==> src/rtl/mem_arb_pkg.sv <==
// Shared definitions for the memory-port arbiter: FSM state encoding and grant owner.
package mem_arb_pkg;

  typedef enum logic [1:0] {
    ST_IDLE  = 2'd0,
    ST_I_ACC = 2'd1,
    ST_D_ACC = 2'd2,
    ST_RESP  = 2'd3
  } arb_state_t;

  localparam logic OWN_I = 1'b0;
  localparam logic OWN_D = 1'b1;

endpackage

==> src/rtl/mem_port_arbiter_timeout_cnt.sv <==
// Loadable up-counter for the memory wait timeout; tc flags the last allowed wait cycle.
module arb_timeout_cnt #(
  parameter int TIMEOUT = 64
) (
  input  logic clk,
  input  logic clr_n,
  input  logic load,
  input  logic en,
  output logic tc
);

  localparam int CW = (TIMEOUT > 1) ? $clog2(TIMEOUT) : 1;

  logic [CW-1:0] cnt;

  always_ff @(posedge clk) begin
    if (!clr_n)
      cnt <= '0;
    else if (load)
      cnt <= '0;
    else if (en)
      cnt <= cnt + 1'b1;
  end

  assign tc = (cnt == CW'(TIMEOUT - 1));

endmodule

==> src/rtl/mem_port_arbiter.sv <==
// Arbitrates the fetch and data requesters onto one memory port with fixed data
// priority, a fetch starvation guard and a memory timeout abort.
module mem_port_arbiter
  import mem_arb_pkg::*;
#(
  parameter int ADDR_W     = 16,
  parameter int DATA_W     = 32,
  parameter int STARVE_MAX = 4,
  parameter int TIMEOUT    = 64
) (
  input  logic              g_clk,
  input  logic              g_clr,
  input  logic              i_req,
  input  logic [ADDR_W-1:0] i_addr,
  input  logic              d_req,
  input  logic              d_we,
  input  logic [ADDR_W-1:0] d_addr,
  input  logic [DATA_W-1:0] d_wdata,
  output logic              mem_en,
  output logic              mem_we,
  output logic [ADDR_W-1:0] mem_addr,
  output logic [DATA_W-1:0] mem_wdata,
  input  logic [DATA_W-1:0] mem_rdata,
  input  logic              mem_rdy,
  output logic              i_odv,
  output logic [DATA_W-1:0] i_data,
  output logic              d_odv,
  output logic [DATA_W-1:0] d_data,
  output logic              busy,
  output logic              err_timeout,
  output logic [1:0]        dbg_state
);

  localparam int SW = $clog2(STARVE_MAX + 1);

  // Handshake: i_req/d_req are levels held until the matching one-cycle odv;
  // mem_en is held with stable address/data until mem_rdy or timeout.
  arb_state_t    state;
  logic          owner;
  logic [SW-1:0] starve_cnt;
  logic          starve_hit;
  logic          grant_d;
  logic          grant_i;
  logic          in_acc;
  logic          tmo_load;
  logic          tmo_tc;

  assign starve_hit = i_req && (starve_cnt == SW'(STARVE_MAX));
  assign grant_d    = d_req && !starve_hit;
  assign grant_i    = i_req && !grant_d;
  assign in_acc     = (state == ST_I_ACC) || (state == ST_D_ACC);
  assign tmo_load   = (state == ST_IDLE) && (grant_d || grant_i);
  assign dbg_state  = state;

  arb_timeout_cnt #(.TIMEOUT(TIMEOUT)) u_tmo (
    .clk   (g_clk),
    .clr_n (g_clr),
    .load  (tmo_load),
    .en    (in_acc),
    .tc    (tmo_tc)
  );

  always_ff @(posedge g_clk) begin
    if (!g_clr) begin
      state       <= ST_IDLE;
      owner       <= OWN_I;
      starve_cnt  <= '0;
      mem_en      <= 1'b0;
      mem_we      <= 1'b0;
      mem_addr    <= '0;
      mem_wdata   <= '0;
      i_odv       <= 1'b0;
      i_data      <= '0;
      d_odv       <= 1'b0;
      d_data      <= '0;
      busy        <= 1'b0;
      err_timeout <= 1'b0;
    end else begin
      i_odv <= 1'b0;
      d_odv <= 1'b0;
      case (state)
        ST_IDLE: begin
          if (grant_d) begin
            state     <= ST_D_ACC;
            owner     <= OWN_D;
            mem_en    <= 1'b1;
            mem_we    <= d_we;
            mem_addr  <= d_addr;
            mem_wdata <= d_wdata;
            busy      <= 1'b1;
            if (!i_req)
              starve_cnt <= '0;
            else if (starve_cnt != SW'(STARVE_MAX))
              starve_cnt <= starve_cnt + 1'b1;
          end else if (grant_i) begin
            state      <= ST_I_ACC;
            owner      <= OWN_I;
            mem_en     <= 1'b1;
            mem_we     <= 1'b0;
            mem_addr   <= i_addr;
            busy       <= 1'b1;
            starve_cnt <= '0;
          end
        end
        ST_I_ACC, ST_D_ACC: begin
          if (mem_rdy || tmo_tc) begin
            state  <= ST_RESP;
            mem_en <= 1'b0;
            // An aborted access returns zero so the requester never sees stale data.
            if (owner == OWN_D) begin
              d_data <= mem_rdy ? mem_rdata : '0;
              d_odv  <= 1'b1;
            end else begin
              i_data <= mem_rdy ? mem_rdata : '0;
              i_odv  <= 1'b1;
            end
            if (!mem_rdy)
              err_timeout <= 1'b1;
          end
        end
        ST_RESP: begin
          state <= ST_IDLE;
          busy  <= 1'b0;
        end
        default: begin
          state <= ST_IDLE;
          busy  <= 1'b0;
        end
      endcase
    end
  end

endmodule
==> config.mk <==
export PLATFORM = sky130hd
export DESIGN_NAME = mem_port_arbiter
export DESIGN_NICKNAME = d
export VERILOG_FILES = /design/src/rtl/mem_arb_pkg.sv /design/src/rtl/mem_port_arbiter_timeout_cnt.sv /design/src/rtl/mem_port_arbiter.sv
export SDC_FILE = /design/constraint.sdc
export NUM_CORES = 1
export LEC_CHECK = 0
export ABC_AREA = 1
export BUFFER_PORTS_ARGS = -buffer_cell sky130_fd_sc_hd__clkbuf_2
export CORE_MARGIN = 2
export CORE_UTILIZATION = 45
export CTS_CLUSTER_SIZE = 8
export DETAILED_ROUTE_END_ITERATION = 10
export GPL_TIMING_DRIVEN = 0
export PLACE_DENSITY = 0.79
export REMOVE_ABC_BUFFERS = 1
export SYNTH_ARGS = -nofsm -noshare
export SYNTH_HDL_FRONTEND = slang
export SYNTH_HIERARCHICAL = 1
export SYNTH_SLANG_ARGS = --single-unit
export TNS_END_PERCENT = 10
==> constraint.sdc <==
create_clock -name g_clk -period 2.49 [get_ports g_clk]
set_input_delay 0.1245 -clock g_clk [delete_from_list [all_inputs] [get_ports g_clk]]
set_output_delay 0.1245 -clock g_clk [all_outputs]
set_load 0.01 [all_outputs]
==> impl.org <==
** Outcome
- The run finished with clean final reports.

** Routing
- ANT nets after route :: 0
- Initial detailed-routing violation count :: 473
- Via density :: around 5
- The pre-antenna-repair detailed-routing pass consisted of 5 iterations.
- Vias :: about 5.6k
- Wires add up to 15.47 mm.
- In the routed design, unresolved DRC markers number 0.
- Dividing the detail-routed wire length by the instance count gives around 14 um.

** Finish
- In the final design database the tool counted between 1k and 1.5k nets.
- Once layout is complete, the cells apart from fillers number 1137.
- Antenna cell count :: 0
- In the final layout, the multi-input gates occupy approximately 2200 um2.
- In the final layout, the share of cells above drive strength 1 is 0.2696.
- Registers take 2603 um2.
- Final design utilization :: 0.6515
- Filler instances :: 980
- Signed area change from the synthesized netlist to the final layout :: 41.84%
- Design area :: 7440 um2

** Setup path
- Data required time of the worst path :: between 2000 and 3000 ps
- Traced cell by cell, the critical path runs through inv_1 -> ha_1 -> nand3_4 -> nand3_4 -> clkinv_2 -> nand2_1 -> a21oi_1.
- Crit-path max FO :: 37
- Category of the worst setup path capture point :: flip-flop
- Counting stages on the worst path, the most repeated cell is sky130_fd_sc_hd__nand3_4.
- Type of the worst setup path :: flip-flop to flip-flop
- On the critical path the largest part of the delay comes from simple AND/OR/NAND/NOR gates.
- For this run, the slowest stage of the critical path takes roughly 500 ps.
- Buffering stage count on the worst path with inverters included :: 2
- Logic depth of the worst register-to-register path :: 7
- In this run the register-to-register setup slack is 280 ps.
- Capture point of the worst reg-to-reg path :: mem_wdata[1]
- The startpoint identified for the worst register-to-register timing path is starve_cnt[0].
- Critical Path Start Type :: flip-flop
- Cell type of the slowest stage on the worst timing path :: sky130_fd_sc_hd__clkinv_2
- Startpoint of the worst setup timing path :: starve_cnt[0]
- CP Data Arrival Time :: between 2000 and 3000 ps

** Timing
- The total count of hold-check failures in the final report came to 0.
- Unrepaired setup endpoints after global routing :: no
- Adding up every negative setup slack in the final design gives 0 ps.
- Max Clk Rate :: 452.9 MHz
- Final setup skew :: just under 7 ps
- Dividing the final minimum period by the clock period gives 0.8868.
- Fin worst setup slack :: 281.8 ps
- Worst slew pin tran :: 853.0 ps
- Final setup violation count :: 0
- Remaining max-slew budget at the tightest pin :: 0.4314
- The number of max-slew violations in the final report was 0.
- Hold is met by 22.66 ps.
- After layout, the minimum clock period comes to between 2000 and 2500 ps.

** Synthesis
- The synthesized design spends more area on one cell type than any other, namely sky130_fd_sc_hd__dfxtp_1.
- Yosys instantiated no cell more often than sky130_fd_sc_hd__nand2_1.
- A synthesized cell averages 7.117 um2.
- In the synthesized netlist, the number of instances is 737.
- Post-synth top flop :: sky130_fd_sc_hd__dfxtp_1
- FF+latch count, synth :: 130
- For this run, the register share of the synthesized area comes to 0.4962.
- The commonest cells after synthesis are sky130_fd_sc_hd__nand2_1 (285), sky130_fd_sc_hd__dfxtp_1 (130), sky130_fd_sc_hd__a21oi_1 (108).
- Top area cells in the synthesized netlist :: sky130_fd_sc_hd__dfxtp_1 (50%), sky130_fd_sc_hd__nand2_1 (20%), sky130_fd_sc_hd__a21oi_1 (10%), sky130_fd_sc_hd__inv_1 (4.3%), sky130_fd_sc_hd__nand3_1 (3.3%)
- The synthesized netlist contains 20 unique library cells.
- Of all flip-flops after synthesis, the portion carrying an async set or reset was 0.
- Number of synthesized flops with an enable pin :: 0
- For this run, the number of Yosys warnings is 6.
- Of the post-synthesis cell area, the dominant cell type holds 0.4962.
- After synthesis the cells add up to 5245 um2.

** Hold path
- The worst hold path begins at i_addr[13].
- The worst hold path passes through 5 cells.
- Worst min path class :: input pin to flip-flop
- For hold timing, the worst endpoint is mem_addr[13].

** Placement
- The placed instances occupy a cell area of 6344 um2.
- After detailed placement, the design holds a cell count of 1060.
- Worst slack after detailed placement :: -293.5 ps
- Count of input and output buffers :: 221
- HPWL reported at the end of detailed placement :: 9.124 mm
- Routability-driven placement finished with a final weighted congestion of between 0.7 and 0.8.

** Clocking
- TritonCTS Buffers :: 17
- Post-CTS repair timing setup buffer count :: 0
- H-tree Lvls :: 4
- Clock root cell :: sky130_fd_sc_hd__clkbuf_16
- The longest clock path from root to sink contains 2 buffers.
- For the worst-skew pair, the clock arrives at the later sink with an insertion delay of between 400 and 500 ps.
- Clock slew seen by the registers of the worst setup and hold paths :: 60 ps
- The clock net in this run drives a total of 130 sinks.
- TritonCTS built the clock tree.

** Global route
- The initial antenna violation count was 0.
- For this run, the total global-route usage over all layers was measured as 0.2460.
- First-pass GRT wire length :: 24.91 mm
- Summed over all layers, the global routing overflow is 0.
- The via count of the first global-routing pass was 5338.
- Pin count of the biggest net entering global routing :: 61

** Die
- Full die area :: 12540 um2
- Die Height :: ~110 um
- The die is roughly 110 um wide.
- For this configuration, the core starts out at a cell density of 0.4593.
- I/O pin cnt :: around 220
- Row count :: 39
- After floorplanning, the core was sized to cover approximately 11000 um2.

** Pwr
- Of the total power, combinational logic draws 0.256.
- IR analysis of the VDD net gives a maximum drop of between 0.6 and 0.7 mV.
- Relative contribution of sequential cells to total power :: 0.367
- Cell internal power dissipation :: around 4.7 mW
- Power spent charging and discharging nets :: 2.200 mW
- Leakage dissipation :: between 3 and 4 nW
- Power density relative to cell area :: 924.3 nW/um2
- Overall power consumption after layout is estimated at 6.877 mW.
- Of the total power, the share spent switching nets is 0.3200.
- Of the total power, the clock network draws 0.377.

** Flow run
- Across the run, the number of max-cap violations was 0.
-- power groups by stage --
stage / clock network (mW) / logic [mW] / registers [mW]
floorplan: 0 / 0.905 / 2.67
global placement: 0 / 1.65 / 2.55
detailed placement: 0 / 1.67 / 2.56
CTS: 2.63 / 1.75 / 2.52
global route: 2.73 / 1.96 / 2.55
finish: 2.59 / 1.76 / 2.53
-- state kept, by name (all words and copies together) (netlist names) --
register,count
mem_addr,16
mem_we,1
d_data,32
busy,1
dbg_state,2
err_timeout,1
mem_en,1
owner,1
u_tmo/cnt,6
i_data,32
starve_cnt,3
d_odv,1
mem_wdata,32
i_odv,1
-- layer usage --
| layer | wire (um) | GRT usage |
|---|---|---|
| met1 | 6447 | 0.2855 |
| met4 | 408 | 0.1098 |
| met5 | 0 | 0 |
| met3 | 1132 | 0.07512 |
| met2 | 7484 | 0.4190 |
-- cell type report --
| class | count | share of cell area |
|---|---|---|
| multi-input combinational | 500 | 0.2947 |
| clock inverter | 9 | 0.01699 |
| inverter | 65 | 0.03465 |
| sequential | 130 | 0.3498 |
| timing repair buffer | 267 | 0.2129 |
| tap | 143 | 0.02405 |
| clock buffer | 23 | 0.06694 |
-- timing repair --
| item | in CTS | in global routing |
|---|---|---|
| hold buffers | 45 | 0 |
| hold endpoints to repair | 45 | 0 |
| endpoints found under the setup margin | 64 | 3 |
| resized for setup | 6 | 1 |
-- worst max-delay path by stage --
stage                    to  cells past startpoint
2_1_floorplan     d_data[0]                      8
3_3_place_gp     d_data[13]                      8
3_5_place_dp     d_data[13]                      8
4_1_cts        mem_wdata[1]                      7
5_1_grt           d_data[0]                      8
6_report       mem_wdata[1]                      7
-- worst min-delay path, cell delays in order --
cell                       delay (ps)
sky130_fd_sc_hd__clkbuf_2          70
sky130_fd_sc_hd__nand2_1           40
sky130_fd_sc_hd__nand3_1           70
sky130_fd_sc_hd__nand2_1           50
sky130_fd_sc_hd__inv_1             40
-- cell families (layout without fill, tap and decap cells) --
group	after synthesis	after routing	synth area share
AND/OR/NAND/NOR	377	377	0.2898
flip-flops	130	130	0.4962
AO/OA/AOI/OAI	118	118	0.1143
buffers and inverters	107	364	0.08779
adder cells (fa/ha/maj)	5	5	0.01193
-- cells in the final DEF, fill, tap and decap left out, types with 5 or more instances in the layout --
cell type / instances
sky130_fd_sc_hd__nand2_1: 285
sky130_fd_sc_hd__dfxtp_1: 130
sky130_fd_sc_hd__clkbuf_16: 17
sky130_fd_sc_hd__nor2_1: 46
sky130_fd_sc_hd__clkbuf_2: 221
sky130_fd_sc_hd__inv_1: 60
sky130_fd_sc_hd__clkbuf_8: 5
sky130_fd_sc_hd__ha_1: 5
sky130_fd_sc_hd__o21ai_0: 7
sky130_fd_sc_hd__clkinv_2: 5
sky130_fd_sc_hd__dlygate4sd3_1: 45
sky130_fd_sc_hd__a21oi_1: 108
sky130_fd_sc_hd__nand3_1: 35
Power figures use the tool's default switching activity.
